===== src/rtl/ddr_rw_scheduler_if.sv =====
// Handshake bundle between ddr_rw_scheduler, the AXIS FIFO status flags and the MIG command port.
// The master modport is the scheduler side (drives rd_en/wr_en); slave is the MIG/FIFO side.
interface ddr_rw_scheduler_if;
  logic       init_calib_complete;
  logic       app_rdy;
  logic       app_wdf_rdy;
  logic       wr_req_valid;
  logic       rd_req_pending;
  logic [7:0] rd_fifo_free;
  logic       rd_return;
  logic       rd_en;
  logic       wr_en;

  modport master (
    input  init_calib_complete, app_rdy, app_wdf_rdy, wr_req_valid,
           rd_req_pending, rd_fifo_free, rd_return,
    output rd_en, wr_en
  );

  modport slave (
    output init_calib_complete, app_rdy, app_wdf_rdy, wr_req_valid,
           rd_req_pending, rd_fifo_free, rd_return,
    input  rd_en, wr_en
  );
endinterface


===== src/rtl/ddr_rw_scheduler.sv =====
// DDR3 read/write turn scheduler: bounded bursts, turnaround gap, read credits, write starvation guard.
// Enables are combinational from registered state; app_rdy/app_wdf_rdy stall issue. Stats: DDR_SCHED_STATS_EN.
module ddr_rw_scheduler #(
  parameter int RD_BURST_MAX    = 32,
  parameter int WR_BURST_MAX    = 32,
  parameter int MAX_OUTSTANDING = 8,
  parameter int TURN_CYCLES     = 2,
  parameter int STARVE_LIMIT    = 256
) (
  input  logic                      clk_in,
  input  logic                      rst_in,
  ddr_rw_scheduler_if.master        bus,
  output logic [2:0]                sched_state,
  output logic                      credit_err,
  output logic [31:0]               stat_rd_cmds,
  output logic [31:0]               stat_wr_cmds,
  output logic [15:0]               stat_turns
);
  localparam int OUT_W     = $clog2(MAX_OUTSTANDING + 1);
  localparam int BURST_TOP = (RD_BURST_MAX > WR_BURST_MAX) ? RD_BURST_MAX : WR_BURST_MAX;
  localparam int BURST_W   = $clog2(BURST_TOP + 1);
  localparam int STARVE_W  = $clog2(STARVE_LIMIT + 1);

  typedef enum logic [2:0] {
    S_WAIT_INIT = 3'd0,
    S_IDLE      = 3'd1,
    S_READ      = 3'd2,
    S_WRITE     = 3'd3,
    S_TURN      = 3'd4
  } state_t;

  state_t              state, state_nxt;
  state_t              turn_tgt, turn_tgt_nxt;
  logic [BURST_W-1:0]  burst;
  logic [OUT_W-1:0]    outstanding;
  logic [STARVE_W-1:0] starve_cnt;
  logic [3:0]          turn_cnt;
  logic                rd_ok, rd_exit, wr_full;
  logic                rd_fire, wr_fire, turn_entry;

  assign rd_ok = bus.rd_req_pending
              && (outstanding < OUT_W'(MAX_OUTSTANDING))
              && (8'(outstanding) < bus.rd_fifo_free);

  assign rd_exit = (burst == BURST_W'(RD_BURST_MAX)) || (starve_cnt >= STARVE_W'(STARVE_LIMIT));
  assign wr_full = (burst == BURST_W'(WR_BURST_MAX));

  // Enables are masked in the cycle a turn ends so the last allowed slot is never overshot.
  assign bus.rd_en = (state == S_READ)  && rd_ok && !rd_exit;
  assign bus.wr_en = (state == S_WRITE) && bus.wr_req_valid && !wr_full;

  assign rd_fire     = bus.rd_en && bus.app_rdy;
  assign wr_fire     = bus.wr_en && bus.app_rdy && bus.app_wdf_rdy;
  assign turn_entry  = (state_nxt == S_TURN) && (state != S_TURN);
  assign sched_state = state;

  always_comb begin
    state_nxt    = state;
    turn_tgt_nxt = turn_tgt;
    case (state)
      S_WAIT_INIT: if (bus.init_calib_complete) state_nxt = S_IDLE;
      S_IDLE: begin
        if (rd_ok)                 state_nxt = S_READ;
        else if (bus.wr_req_valid) state_nxt = S_WRITE;
      end
      S_READ: begin
        if (rd_exit || (!rd_ok && bus.wr_req_valid)) begin
          state_nxt    = S_TURN;
          turn_tgt_nxt = S_WRITE;
        end else if (!rd_ok) begin
          state_nxt = S_IDLE;
        end
      end
      S_WRITE: begin
        if (rd_ok && (wr_full || !bus.wr_req_valid)) begin
          state_nxt    = S_TURN;
          turn_tgt_nxt = S_READ;
        end else if (!bus.wr_req_valid) begin
          state_nxt = S_IDLE;
        end
      end
      S_TURN: if (turn_cnt == 4'(TURN_CYCLES - 1)) state_nxt = turn_tgt;
      default: state_nxt = S_WAIT_INIT;
    endcase
  end

  always_ff @(posedge clk_in or posedge rst_in) begin
    if (rst_in) begin
      state    <= S_WAIT_INIT;
      turn_tgt <= S_READ;
      turn_cnt <= '0;
    end else begin
      state    <= state_nxt;
      turn_tgt <= turn_tgt_nxt;
      if (turn_entry)          turn_cnt <= '0;
      else if (state == S_TURN) turn_cnt <= turn_cnt + 1'b1;
    end
  end

  // A full write burst with no read demand restarts the burst in place.
  always_ff @(posedge clk_in or posedge rst_in) begin
    if (rst_in) begin
      burst <= '0;
    end else if (state_nxt != state) begin
      burst <= '0;
    end else if ((state == S_WRITE) && wr_full) begin
      burst <= '0;
    end else if (rd_fire || wr_fire) begin
      burst <= burst + 1'b1;
    end
  end

  always_ff @(posedge clk_in or posedge rst_in) begin
    if (rst_in) begin
      starve_cnt <= '0;
    end else if ((state_nxt == S_WRITE) && (state != S_WRITE)) begin
      starve_cnt <= '0;
    end else if (bus.wr_req_valid && (state != S_WRITE) &&
                 (starve_cnt < STARVE_W'(STARVE_LIMIT))) begin
      starve_cnt <= starve_cnt + 1'b1;
    end
  end

  // A return with nothing outstanding is a lost credit: flag it and keep the count at zero.
  always_ff @(posedge clk_in or posedge rst_in) begin
    if (rst_in) begin
      outstanding <= '0;
      credit_err  <= 1'b0;
    end else begin
      case ({rd_fire, bus.rd_return})
        2'b10: outstanding <= outstanding + 1'b1;
        2'b01: begin
          if (outstanding == '0) credit_err  <= 1'b1;
          else                   outstanding <= outstanding - 1'b1;
        end
        default: outstanding <= outstanding;
      endcase
    end
  end

`ifdef DDR_SCHED_STATS_EN
  always_ff @(posedge clk_in or posedge rst_in) begin
    if (rst_in) begin
      stat_rd_cmds <= '0;
      stat_wr_cmds <= '0;
      stat_turns   <= '0;
    end else begin
      if (rd_fire) stat_rd_cmds <= stat_rd_cmds + 32'd1;
      if (wr_fire) stat_wr_cmds <= stat_wr_cmds + 32'd1;
      if (turn_entry && (stat_turns != 16'hFFFF)) stat_turns <= stat_turns + 16'd1;
    end
  end
`else
  assign stat_rd_cmds = '0;
  assign stat_wr_cmds = '0;
  assign stat_turns   = '0;
`endif

endmodule


===== src/flat_wrapper.sv =====
// flat-port wrapper written by rule: the top's interface ports become plain ports
module ddr_rw_scheduler_flat 
#(
  parameter int RD_BURST_MAX    = 32,
  parameter int WR_BURST_MAX    = 32,
  parameter int MAX_OUTSTANDING = 8,
  parameter int TURN_CYCLES     = 2,
  parameter int STARVE_LIMIT    = 256
)
  (clk_in, rst_in, sched_state, credit_err, stat_rd_cmds, stat_wr_cmds, stat_turns, bus_init_calib_complete, bus_app_rdy, bus_app_wdf_rdy, bus_wr_req_valid, bus_rd_req_pending, bus_rd_fifo_free, bus_rd_return, bus_rd_en, bus_wr_en);
  ddr_rw_scheduler_if bus_i ();
  input  logic clk_in;
  input  logic rst_in;
  output logic [2:0] sched_state;
  output logic credit_err;
  output logic [31:0] stat_rd_cmds;
  output logic [31:0] stat_wr_cmds;
  output logic [15:0] stat_turns;
  input wire logic [$bits(bus_i.init_calib_complete)-1:0] bus_init_calib_complete;
  input wire logic [$bits(bus_i.app_rdy)-1:0] bus_app_rdy;
  input wire logic [$bits(bus_i.app_wdf_rdy)-1:0] bus_app_wdf_rdy;
  input wire logic [$bits(bus_i.wr_req_valid)-1:0] bus_wr_req_valid;
  input wire logic [$bits(bus_i.rd_req_pending)-1:0] bus_rd_req_pending;
  input wire logic [$bits(bus_i.rd_fifo_free)-1:0] bus_rd_fifo_free;
  input wire logic [$bits(bus_i.rd_return)-1:0] bus_rd_return;
  output wire logic [$bits(bus_i.rd_en)-1:0] bus_rd_en;
  output wire logic [$bits(bus_i.wr_en)-1:0] bus_wr_en;
  assign bus_i.init_calib_complete = bus_init_calib_complete;
  assign bus_i.app_rdy = bus_app_rdy;
  assign bus_i.app_wdf_rdy = bus_app_wdf_rdy;
  assign bus_i.wr_req_valid = bus_wr_req_valid;
  assign bus_i.rd_req_pending = bus_rd_req_pending;
  assign bus_i.rd_fifo_free = bus_rd_fifo_free;
  assign bus_i.rd_return = bus_rd_return;
  assign bus_rd_en = bus_i.rd_en;
  assign bus_wr_en = bus_i.wr_en;
  ddr_rw_scheduler #(.RD_BURST_MAX(RD_BURST_MAX), .WR_BURST_MAX(WR_BURST_MAX), .MAX_OUTSTANDING(MAX_OUTSTANDING), .TURN_CYCLES(TURN_CYCLES), .STARVE_LIMIT(STARVE_LIMIT)) u_core (.clk_in(clk_in), .rst_in(rst_in), .bus(bus_i), .sched_state(sched_state), .credit_err(credit_err), .stat_rd_cmds(stat_rd_cmds), .stat_wr_cmds(stat_wr_cmds), .stat_turns(stat_turns));
endmodule

===== config.mk =====
export PLATFORM = sky130hd
export DESIGN_NAME = ddr_rw_scheduler_flat
export DESIGN_NICKNAME = d
export VERILOG_FILES = /design/src/rtl/ddr_rw_scheduler_if.sv /design/src/rtl/ddr_rw_scheduler.sv /design/src/flat_wrapper.sv
export SDC_FILE = /design/constraint.sdc
export NUM_CORES = 1
export LEC_CHECK = 0
export ABC_AREA = 1
export CORE_UTILIZATION = 45
export CTS_BUF_LIST = sky130_fd_sc_hd__clkbuf_8
export DETAILED_ROUTE_END_ITERATION = 7
export PLACE_DENSITY = 0.84
export SYNTH_ARGS = -nofsm -noshare
export SYNTH_HDL_FRONTEND = slang
export SYNTH_SLANG_ARGS = --single-unit

===== constraint.sdc =====
create_clock -name clk_in -period 4.02 [get_ports clk_in]
set_input_delay 0.402 -clock clk_in [delete_from_list [all_inputs] [get_ports clk_in]]
set_output_delay 0.402 -clock clk_in [all_outputs]
set_load 0.02 [all_outputs]

# Word-level counts from Yosys, hierarchy flattened
# Index checks and enable logic that the tools add are counted.
[word_totals]
regBits = 30
inputBits = 16
out_inout_bits = 86
elab_cells = 87
[classes]
n_addsub = 5
magnitude_cmp = 4
eq_ne = 16
n_mux = 21
n_reduce_logical = 34
[op_table]
columns = ["cell", "n"]
rows = [
  ["two-way mux 3 bit", 10],
  ["two-way mux 6 bit", 3],
  ["two-way mux 9 bit", 2],
  ["logical AND 1 bit", 16],
  ["one-hot mux 3 bit (5 select lines)", 1],
  ["two-way mux 4 bit", 3],
  ["adder 9 x 1 -> 9 bit (second input constant)", 1],
  ["== test 3 x 2 -> 1 bit (second input constant)", 3],
  [">= comparator 9 bit (second input constant)", 1],
  ["less-than comparator 9 bit (second input constant)", 1],
  ["adder 4 x 1 -> 4 bit (second input constant)", 2],
  ["less-than comparator 4 x 8 -> 1 bit", 1],
  ["one-hot mux 4 bit (2 select lines)", 1],
  ["nonzero test 2 bit", 4],
  ["adder 6 x 1 -> 6 bit (second input constant)", 1],
  ["== test 3 bit (second input constant)", 2],
  ["== test 6 bit (second input constant)", 1],
  ["inequality test 2 bit (second input constant)", 3],
  ["one-hot mux 3 bit (2 select lines)", 1],
  ["== test 4 x 1 -> 1 bit (second input constant)", 1],
  ["logical NOT 1 bit", 4],
  ["logical NOT 4 bit", 1],
  ["logical OR 1 bit", 4],
  ["less-than comparator 4 bit (second input constant)", 1],
  ["11 further kinds", 12],
]

# Longest topological paths before layout
# Gate-level depths: netlist of run 1.
[depth]
ltp_word = 11
ltp_mapped = 18
depth_no_buf = 18

# Worst setup path before layout of run 1
# No wires, ideal clock.
[synth_path]
path_type = "input-to-reg"
startpoint = "input port bus_rd_fifo_free[3]"
endpoint = "register u_core.outstanding[3]"
setup_ns = 0.117
arrival_time_ns = 2.417
required_ns = 3.903
slack_ns = 1.486
cell_stages = 16
path_buffers = 0
cell_sequence = "inv_1 -> ha_1 -> a21oi_1 -> nand2_1 -> a21oi_2 -> nand4_1 -> nand2_1 -> inv_1 -> ha_1 -> nand2_1 -> nor2_1 -> a211oi_1 -> nand3b_1 -> nand3_1 -> nand2_1 -> nand2_1"
[synth_between]
elab_chain_len = 8
elab_cells_between_ends = 11
classes_between = "order compare: 1; eq/ne: 3; mux: 1; reduce/logical: 6"
[synth_lines]
columns = ["item", "line_no", "text"]
rows = [
  ["from (decl)", "flat_wrapper.sv:24", "input wire logic [$bits(bus_i.rd_fifo_free)-1:0] bus_rd_fifo_free;"],
  ["less-than comparator 4 x 8 -> 1 bit *", "ddr_rw_scheduler.sv:43", "&& (8'(outstanding) < bus.rd_fifo_free);"],
  ["logical AND 1 bit *", "ddr_rw_scheduler.sv:43", ""],
  ["logical AND 1 bit * (2 in series)", "ddr_rw_scheduler.sv:49", "assign bus.rd_en = (state == S_READ) && rd_ok && !rd_exit;"],
  ["logical AND 1 bit *", "ddr_rw_scheduler.sv:52", "assign rd_fire = bus.rd_en && bus.app_rdy;"],
  ["== test 2 x 1 -> 1 bit / == test 2 bit (equally long branches)", "ddr_rw_scheduler.sv:130", "case ({rd_fire, bus.rd_return})"],
  ["inequality test 2 bit (no line) / nonzero test 2 bit (equally long branches)", "--", ""],
  ["AND reduction 2 bit (no line)", "--", ""],
  ["to (signal assigned)", "ddr_rw_scheduler.sv:131", "2'b10: outstanding <= outstanding + 1'b1;"],
  ["to (signal assigned)", "ddr_rw_scheduler.sv:134", "else outstanding <= outstanding - 1'b1;"],
  ["to (signal assigned)", "ddr_rw_scheduler.sv:136", "default: outstanding <= outstanding;"],
  ["to (decl)", "ddr_rw_scheduler.sv:35", "logic [OUT_W-1:0] outstanding;"],
]
# Mark *: on every way between the ends. The rest lies on a longest branch, timed or not.
# A chain may end at the register's enable or synchronous reset.

# Worst setup path in the final report of run 1
# Ends and elaborated chain as after synthesis.

==> reports/results.ini, run 1 <==
[cells_and_area]
multi_input_area_sq_um = 1212
area_delta_synth_final_pct = 2.735
nets = 369
nFillCells = 522
drive_gt1_frac = 0.04106
final_area_sq_um = 2444
seqCellArea_sq_um = 700.7
insertedDiodeCount = 0

[sta]
worst_slew_pin_slew_ns = 1.047
skew_ns = 0.005179
slew_headroom = 0.3014
max_freq_ghz = 0.3300
rsz0062_at_grt = no
fin_tns_setup_ns = 0
hold_slack_ns = 0.4867
fin_crit_ns = 3.031
fin_crit_sh = 0.7539
hold_viol_final = 0
setup-violations-final = 0
slew_violations = 0

[grt]
grt_overflow = 0
grt_first_pass_wirelength_mm = 6.078
grt_usage = 0.1403
grt_pass1_vias = 1487
antenna_found_initial = 0
grt_max_degree = 29

[detailed_routing]
wirelength_mm = 3.661
dr_total_vias = 1737
detail_route.wl_per_cell_um = 8.908
post-route-drc-count = 0
drtIter0Drc = 66
dr.pass1.iters = 4
vias_per_cell = 4.226
antenna_left = 0

[die]
io_pins = 102
core_sq_um = 5107
fp.dieW_um = 74.70
placementRows = 26
fp.dieH_um = 74.70
initial_core_util = 0.4657
die-area_sq_um = 5580

[setup_path]
arrival_ns = 3.20
start_kind = input port
end_kind = flip-flop
path_max_fanout = 5
critPathKind = in2reg
ff2ff_path_depth = 17
worstPathRequired_ns = 4.19
slowest_stage = clkdlybuf4s50_1
cp_top_family = simple AND/OR/NAND/NOR gates
path_cells = clkdlybuf4s50_1, inv_1, ha_1, a21oi_1, nand2_1, a21oi_2, nand4_1, nand2_1, inv_1, ha_1, nand2_1, nor2_1, a211oi_1, nand3b_1, nand3_1, nand2_1, nand2_1
max_stage_delay_ns = 0.45
crit_buf_inv = 3
crit_path_end = u_core.outstanding[3]
rrSetupSlack_ns = 1.18
r2r-end = u_core.outstanding[3]
r2r-start = u_core.outstanding[1]
path_depth = 17
critPathLaunch = bus_rd_fifo_free[3]
crit_path_frequent_cell = nand2_1

[clock_network]
clk_root_buffer_cell = clkbuf_8
hold_buffers = 0
cts_tree = done
htreeDepth = 1
post_cts_resized = 0
clock_latency_ns = 0.28
cts_sinks = 28
cts_buffers = 3
cts.path.max_buffers = 2
clk_pin_slew_ns = 0.09
postCtsSetupRepairBufs = 0

[hold_path]
hold_path_class = reg2reg
hold_path.startpoint = u_core.credit_err

[yosys]
yosys_warnings = 0
synth_cell_types = 30
avgSynthCellArea_sq_um = 7.503
ys_seq_elements = 28
ys_seq_area_frac = 0.2946
syn_inst = 317
synth_area_sq_um = 2379

[power]
pwr-share-clk = 0.170
vdd_ir_drop_max_mv = 0.3464
p_int_mw = 0.7194
pwr-share-comb = 0.478
power_density_nw_per_um2 = 532.6
power_frac_seq = 0.351
p_switching_mw = 0.5821
swShare = 0.4473
p_leak_nw = 1.269

[status]
outcome = finished clean

[place]
dp_hpwl_mm = 3.004
io_buffers = 21
place_area_sq_um = 2372
place.gp.congestion = 0.8194

[run]
maxCapViolCount = 0

## cells by family after synthesis
family,count (synthesis),synth area share
adder cells (fa/ha/maj),11,0.06102
AO/OA/AOI/OAI,22,0.05155
multiplexers,1,0.004208
buffers and inverters,123,0.3204
XOR/XNOR,12,0.04419
other,1,0.001577
AND/OR/NAND/NOR,119,0.2225
flip-flops,28,0.2946
## placed cells by master (no fill, tap or decap)
cell type / count
conb_1: 80
nand2_1: 46
inv_1: 41
nor2_1: 38
dfrtp_1: 28
clkdlybuf4s50_1: 21
nand3_1: 16
xor2_1: 10
o21ai_0: 10
ha_1: 10
a21oi_1: 7
nor3_1: 5
nand4_1: 5
clkbuf_8: 3
inv_2: 2
nand2_2: 2
xnor2_1: 2
nor3b_1: 1
a21oi_2: 1
nor4_1: 1
nor3_4: 1
o21ai_1: 1
nor2_2: 1
nand3_2: 1
nor2_4: 1
o21bai_1: 1
a211oi_1: 1
nand3b_1: 1
mux2i_1: 1
a31o_2: 1
fa_1: 1
bufinv_16: 1
## power by group through the flow
stage               combinational (mW)  sequential, mW  clock (mW)
floorplan                        0.527           0.459           0
global placement                 0.597           0.458           0
detailed placement               0.627           0.462           0
CTS                              0.630           0.458       0.228
global route                     0.711           0.472       0.238
finish                           0.623           0.457       0.222
## area by class of cell
type                    instances  area share
clock inverters                 1     0.01229
repair buffers                 21     0.08602
flip-flops and latches         28      0.2867
well taps                      70     0.03584
clock buffers                   3     0.01690
inverters                      43     0.06605
multi-input cells             245      0.4962
## routing by layer
metal  vias up  track usage  wire, um
met5         -            0         0
met4         0      0.04612        60
met1       792       0.1740      1591
met3         6      0.01740       167
li1        872            -         -
met2        67       0.2523      1841
## worst min-delay path by stage
stage | end | cells past startpoint | slack [ns]
after floorplan | u_core.turn_tgt[0] | 2 | 0.46
after global placement | u_core.credit_err | 1 | 0.48
after detailed placement | u_core.credit_err | 1 | 0.47
after CTS | u_core.credit_err | 1 | 0.50
after global routing | u_core.credit_err | 1 | 0.52
final | u_core.credit_err | 1 | 0.49
## state kept, by name, indices dropped and copies added, names as in the netlist
name,count
u_core.burst,6
u_core.credit_err,1
u_core.outstanding,4
u_core.sched_state,3
u_core.starve_cnt,9
u_core.turn_cnt,4
u_core.turn_tgt,1
## metrics by stage
| stage | setup slack (ns) | instances | utilization | power, mW |
|---|---|---|---|---|
| after floorplan | 1.486 | 396 | - | 0.9865 |
| after global placement | 0.8690 | 407 | 0.4645 | 1.056 |
| after detailed placement | 0.6842 | 407 | 0.4645 | 1.090 |
| after CTS | 0.9805 | 411 | 0.4784 | 1.316 |
| after global routing | 0.7180 | 411 | 0.4784 | 1.422 |
| final | 0.9894 | 411 | 0.4784 | 1.302 |
## synth_stat cells
| cell type | count | area share |
|---|---|---|
| nor4_1 | 1 | 0.0026 |
| inv_2 | 2 | 0.0032 |
| nor3b_1 | 1 | 0.0032 |
| nand3_1 | 16 | 0.034 |
| o21ai_0 | 10 | 0.021 |
| nor2_1 | 38 | 0.060 |
| nand2_2 | 2 | 0.0053 |
| conb_1 | 1 | 0.0016 |
| dfrtp_1 | 28 | 0.29 |
| fa_1 | 1 | 0.0084 |
| xnor2_1 | 2 | 0.0074 |
| a31o_2 | 1 | 0.0037 |
| mux2i_1 | 1 | 0.0042 |
| nand3_2 | 1 | 0.0042 |
| nor2_2 | 1 | 0.0026 |
| a21oi_1 | 7 | 0.015 |
| o21bai_1 | 1 | 0.0032 |
| nor3_4 | 1 | 0.0068 |
| nor3_1 | 5 | 0.011 |
| a21oi_2 | 1 | 0.0037 |
| o21ai_1 | 1 | 0.0021 |
| inv_1 | 41 | 0.065 |
| nand4_1 | 5 | 0.013 |
| xor2_1 | 10 | 0.037 |
| nand2_1 | 46 | 0.073 |
| buf_4 | 80 | 0.25 |
| a211oi_1 | 1 | 0.0032 |
| nand3b_1 | 1 | 0.0032 |
| ha_1 | 10 | 0.053 |
| nor2_4 | 1 | 0.0047 |
Power figures use the tool's default switching activity.
==> inputs of run 2 (changes only) <==
- CORE_UTILIZATION: 45 -> 44
- PLACE_DENSITY: 0.84 -> 0.83
- clock period: 4.02 -> 3.1 ns (I/O delays scaled with it)
==> reports/results.ini, run 2 (synthesis results as in run 1) <==
[status]
outcome = finished clean

[sta]
skew_ns = 0.004472  ; -0.0007072 ns
setup-violations-final = 0  ; unchanged
worst_slew_pin_slew_ns = 0.5171  ; -0.5296 ns
slew_violations = 0  ; unchanged
fin_tns_setup_ns = 0  ; unchanged
hold_viol_final = 0  ; unchanged
slew_headroom = 0.6526  ; +0.3512
max_freq_ghz = 0.3700
fin_crit_ns = 2.703
fin_crit_sh = 0.8719
rsz0062_at_grt = no
hold_slack_ns = 0.3882  ; -0.09849 ns

[detailed_routing]
drtIter0Drc = 48  ; -27%
detail_route.wl_per_cell_um = 9.063  ; +1.7%
vias_per_cell = 4.239  ; +0.30%
dr_total_vias = 1755  ; +1.0%
post-route-drc-count = 0  ; unchanged
wirelength_mm = 3.752  ; +2.5%
antenna_left = 0  ; unchanged
dr.pass1.iters = 4  ; unchanged

[cells_and_area]
final_cell_count_no_fill = 414  ; +0.73%
layout_commonest_cell = conb_1
largest_reg_flops = 9  ; unchanged
final_area_sq_um = 2450  ; +0.26%
regMostFlops = u_core.starve_cnt
insertedDiodeCount = 0  ; unchanged
top_regs = u_core.starve_cnt: 9 flops, u_core.burst: 6 flops
most-common-layout-cells = conb_1, nand2_1, inv_1, nor2_1, dfrtp_1
area_delta_synth_final_pct = 2.998
nets = 372  ; +0.81%
drive_gt1_frac = 0.04942  ; +0.008363

[place]
place_area_sq_um = 2395  ; +0.95%
place.gp.congestion = 0.8074  ; -1.5%
io_buffers = 21  ; unchanged
dp_hpwl_mm = 3.042  ; +1.3%
place_inst = 410  ; +0.74%

[clock_network]
htreeDepth = 1  ; unchanged
clk_pin_slew_ns = 0.10  ; about the same
cts.path.max_buffers = 2  ; unchanged
clk_root_buffer_cell = clkbuf_8
cts_tree = done
postCtsSetupRepairBufs = 0  ; unchanged
cts_buffers = 3  ; unchanged
cts_sinks = 28  ; unchanged
clock_latency_ns = 0.27  ; about the same
post_cts_resized = 0  ; unchanged
hold_buffers = 0  ; unchanged

[die]
fp.dieH_um = 75.53  ; +1.1%
io_pins = 102  ; unchanged
initial_core_util = 0.4598  ; -0.005858
fp.dieW_um = 75.53  ; +1.1%
core_sq_um = 5172  ; +1.3%
die-area_sq_um = 5704  ; +2.2%
placementRows = 26  ; unchanged

[run]
maxCapViolCount = 0  ; unchanged

[power]
power_density_nw_per_um2 = 668.6  ; +26%
finalPower_mw = 1.638  ; +26%
vdd_ir_drop_max_mv = 0.4244  ; +23%
p_leak_nw = 1.275  ; +0.54%

[setup_path]
worstPathRequired_ns = 3.27  ; -0.92 ns
critPathKind = in2reg
arrival_ns = 2.87  ; -0.33 ns
start_kind = input port
path_max_fanout = 4  ; -1
end_kind = flip-flop

[hold_path]
hold_path_class = in2async

[grt]
grt_first_pass_wirelength_mm = 6.472  ; +6.5%
grt_pass1_vias = 1593  ; +7.1%
grt_max_degree = 29  ; unchanged
grt_overflow = 0  ; unchanged
grt_usage = 0.1461  ; +0.005887
antenna_found_initial = 0  ; unchanged

-- run 2: worst max-delay path, cell delays in order --
cell and delay [ns]:
clkdlybuf4s50_1 0.45, inv_1 0.04, ha_1 0.29, nand2_1 0.06, inv_1 0.03, nand2_1 0.06, nand2_1 0.06, a21oi_2 0.20
nand4_1 0.13, nand2_1 0.11, inv_1 0.06, ha_1 0.32, nand2_1 0.08, nor2_1 0.04, a211oi_1 0.25, nand3b_1 0.18
nand3_1 0.08, nand2_1 0.07, nand2_1 0.05
-- run 2: stage by stage --
stage,utilization,setup WS (ns)
5_1_grt,0.4736,0.1620
3_3_place_gp,0.4630,0.2665
4_1_cts,0.4736,0.3809
2_1_floorplan,-,0.6067
6_report,0.4736,0.3972
3_5_place_dp,0.4630,0.1080
-- run 2: report_power, final --
group / internal [mW] / leakage [nW] / switching (mW) / total (mW)
Clock: 0.114 / 0.0288 / 0.117 / 0.230
Sequential: 0.477 / 0.360 / 0.117 / 0.594
Combinational: 0.286 / 0.887 / 0.528 / 0.814
Total: 0.876 / 1.28 / 0.762 / 1.64
-- run 2: per-layer routing --
metal / wire [um] / vias to the layer above / global-route usage / part of all wire
met3: 195 / 4 / 0.02249 / 0.052
met5: 0 / - / 0 / 0
met4: 36 / 0 / 0.04115 / 0.0096
met2: 1887 / 69 / 0.2788 / 0.50
met1: 1633 / 804 / 0.1682 / 0.44
li1: - / 878 / - / -
-- run 2: layout make-up --
cell class,instances,area (sq um)
Multi-Input combinational cell,245,1212
Sequential cell,28,700.7
Fill cell,496,2723
Timing Repair Buffer,24,232.7
Tap cell,70,87.58
Inverter,43,161.4
Clock buffer,4,55.05
-- run 2: worst paths after layout --
check,startpoint,end,slack (ns),cells past startpoint
worst max-delay path,bus_rd_fifo_free[3],u_core.outstanding[3],0.40,19
worst max register to register,u_core.outstanding[1],u_core.outstanding[3],0.48,17
worst min register to register,u_core.credit_err,u_core.credit_err,0.49,1
max in group asynchronous,rst_in,u_core.credit_err,2.44,3
min in group clk_in,u_core.credit_err,u_core.credit_err,0.49,1
worst min-delay path,rst_in,u_core.burst[0],0.39,3
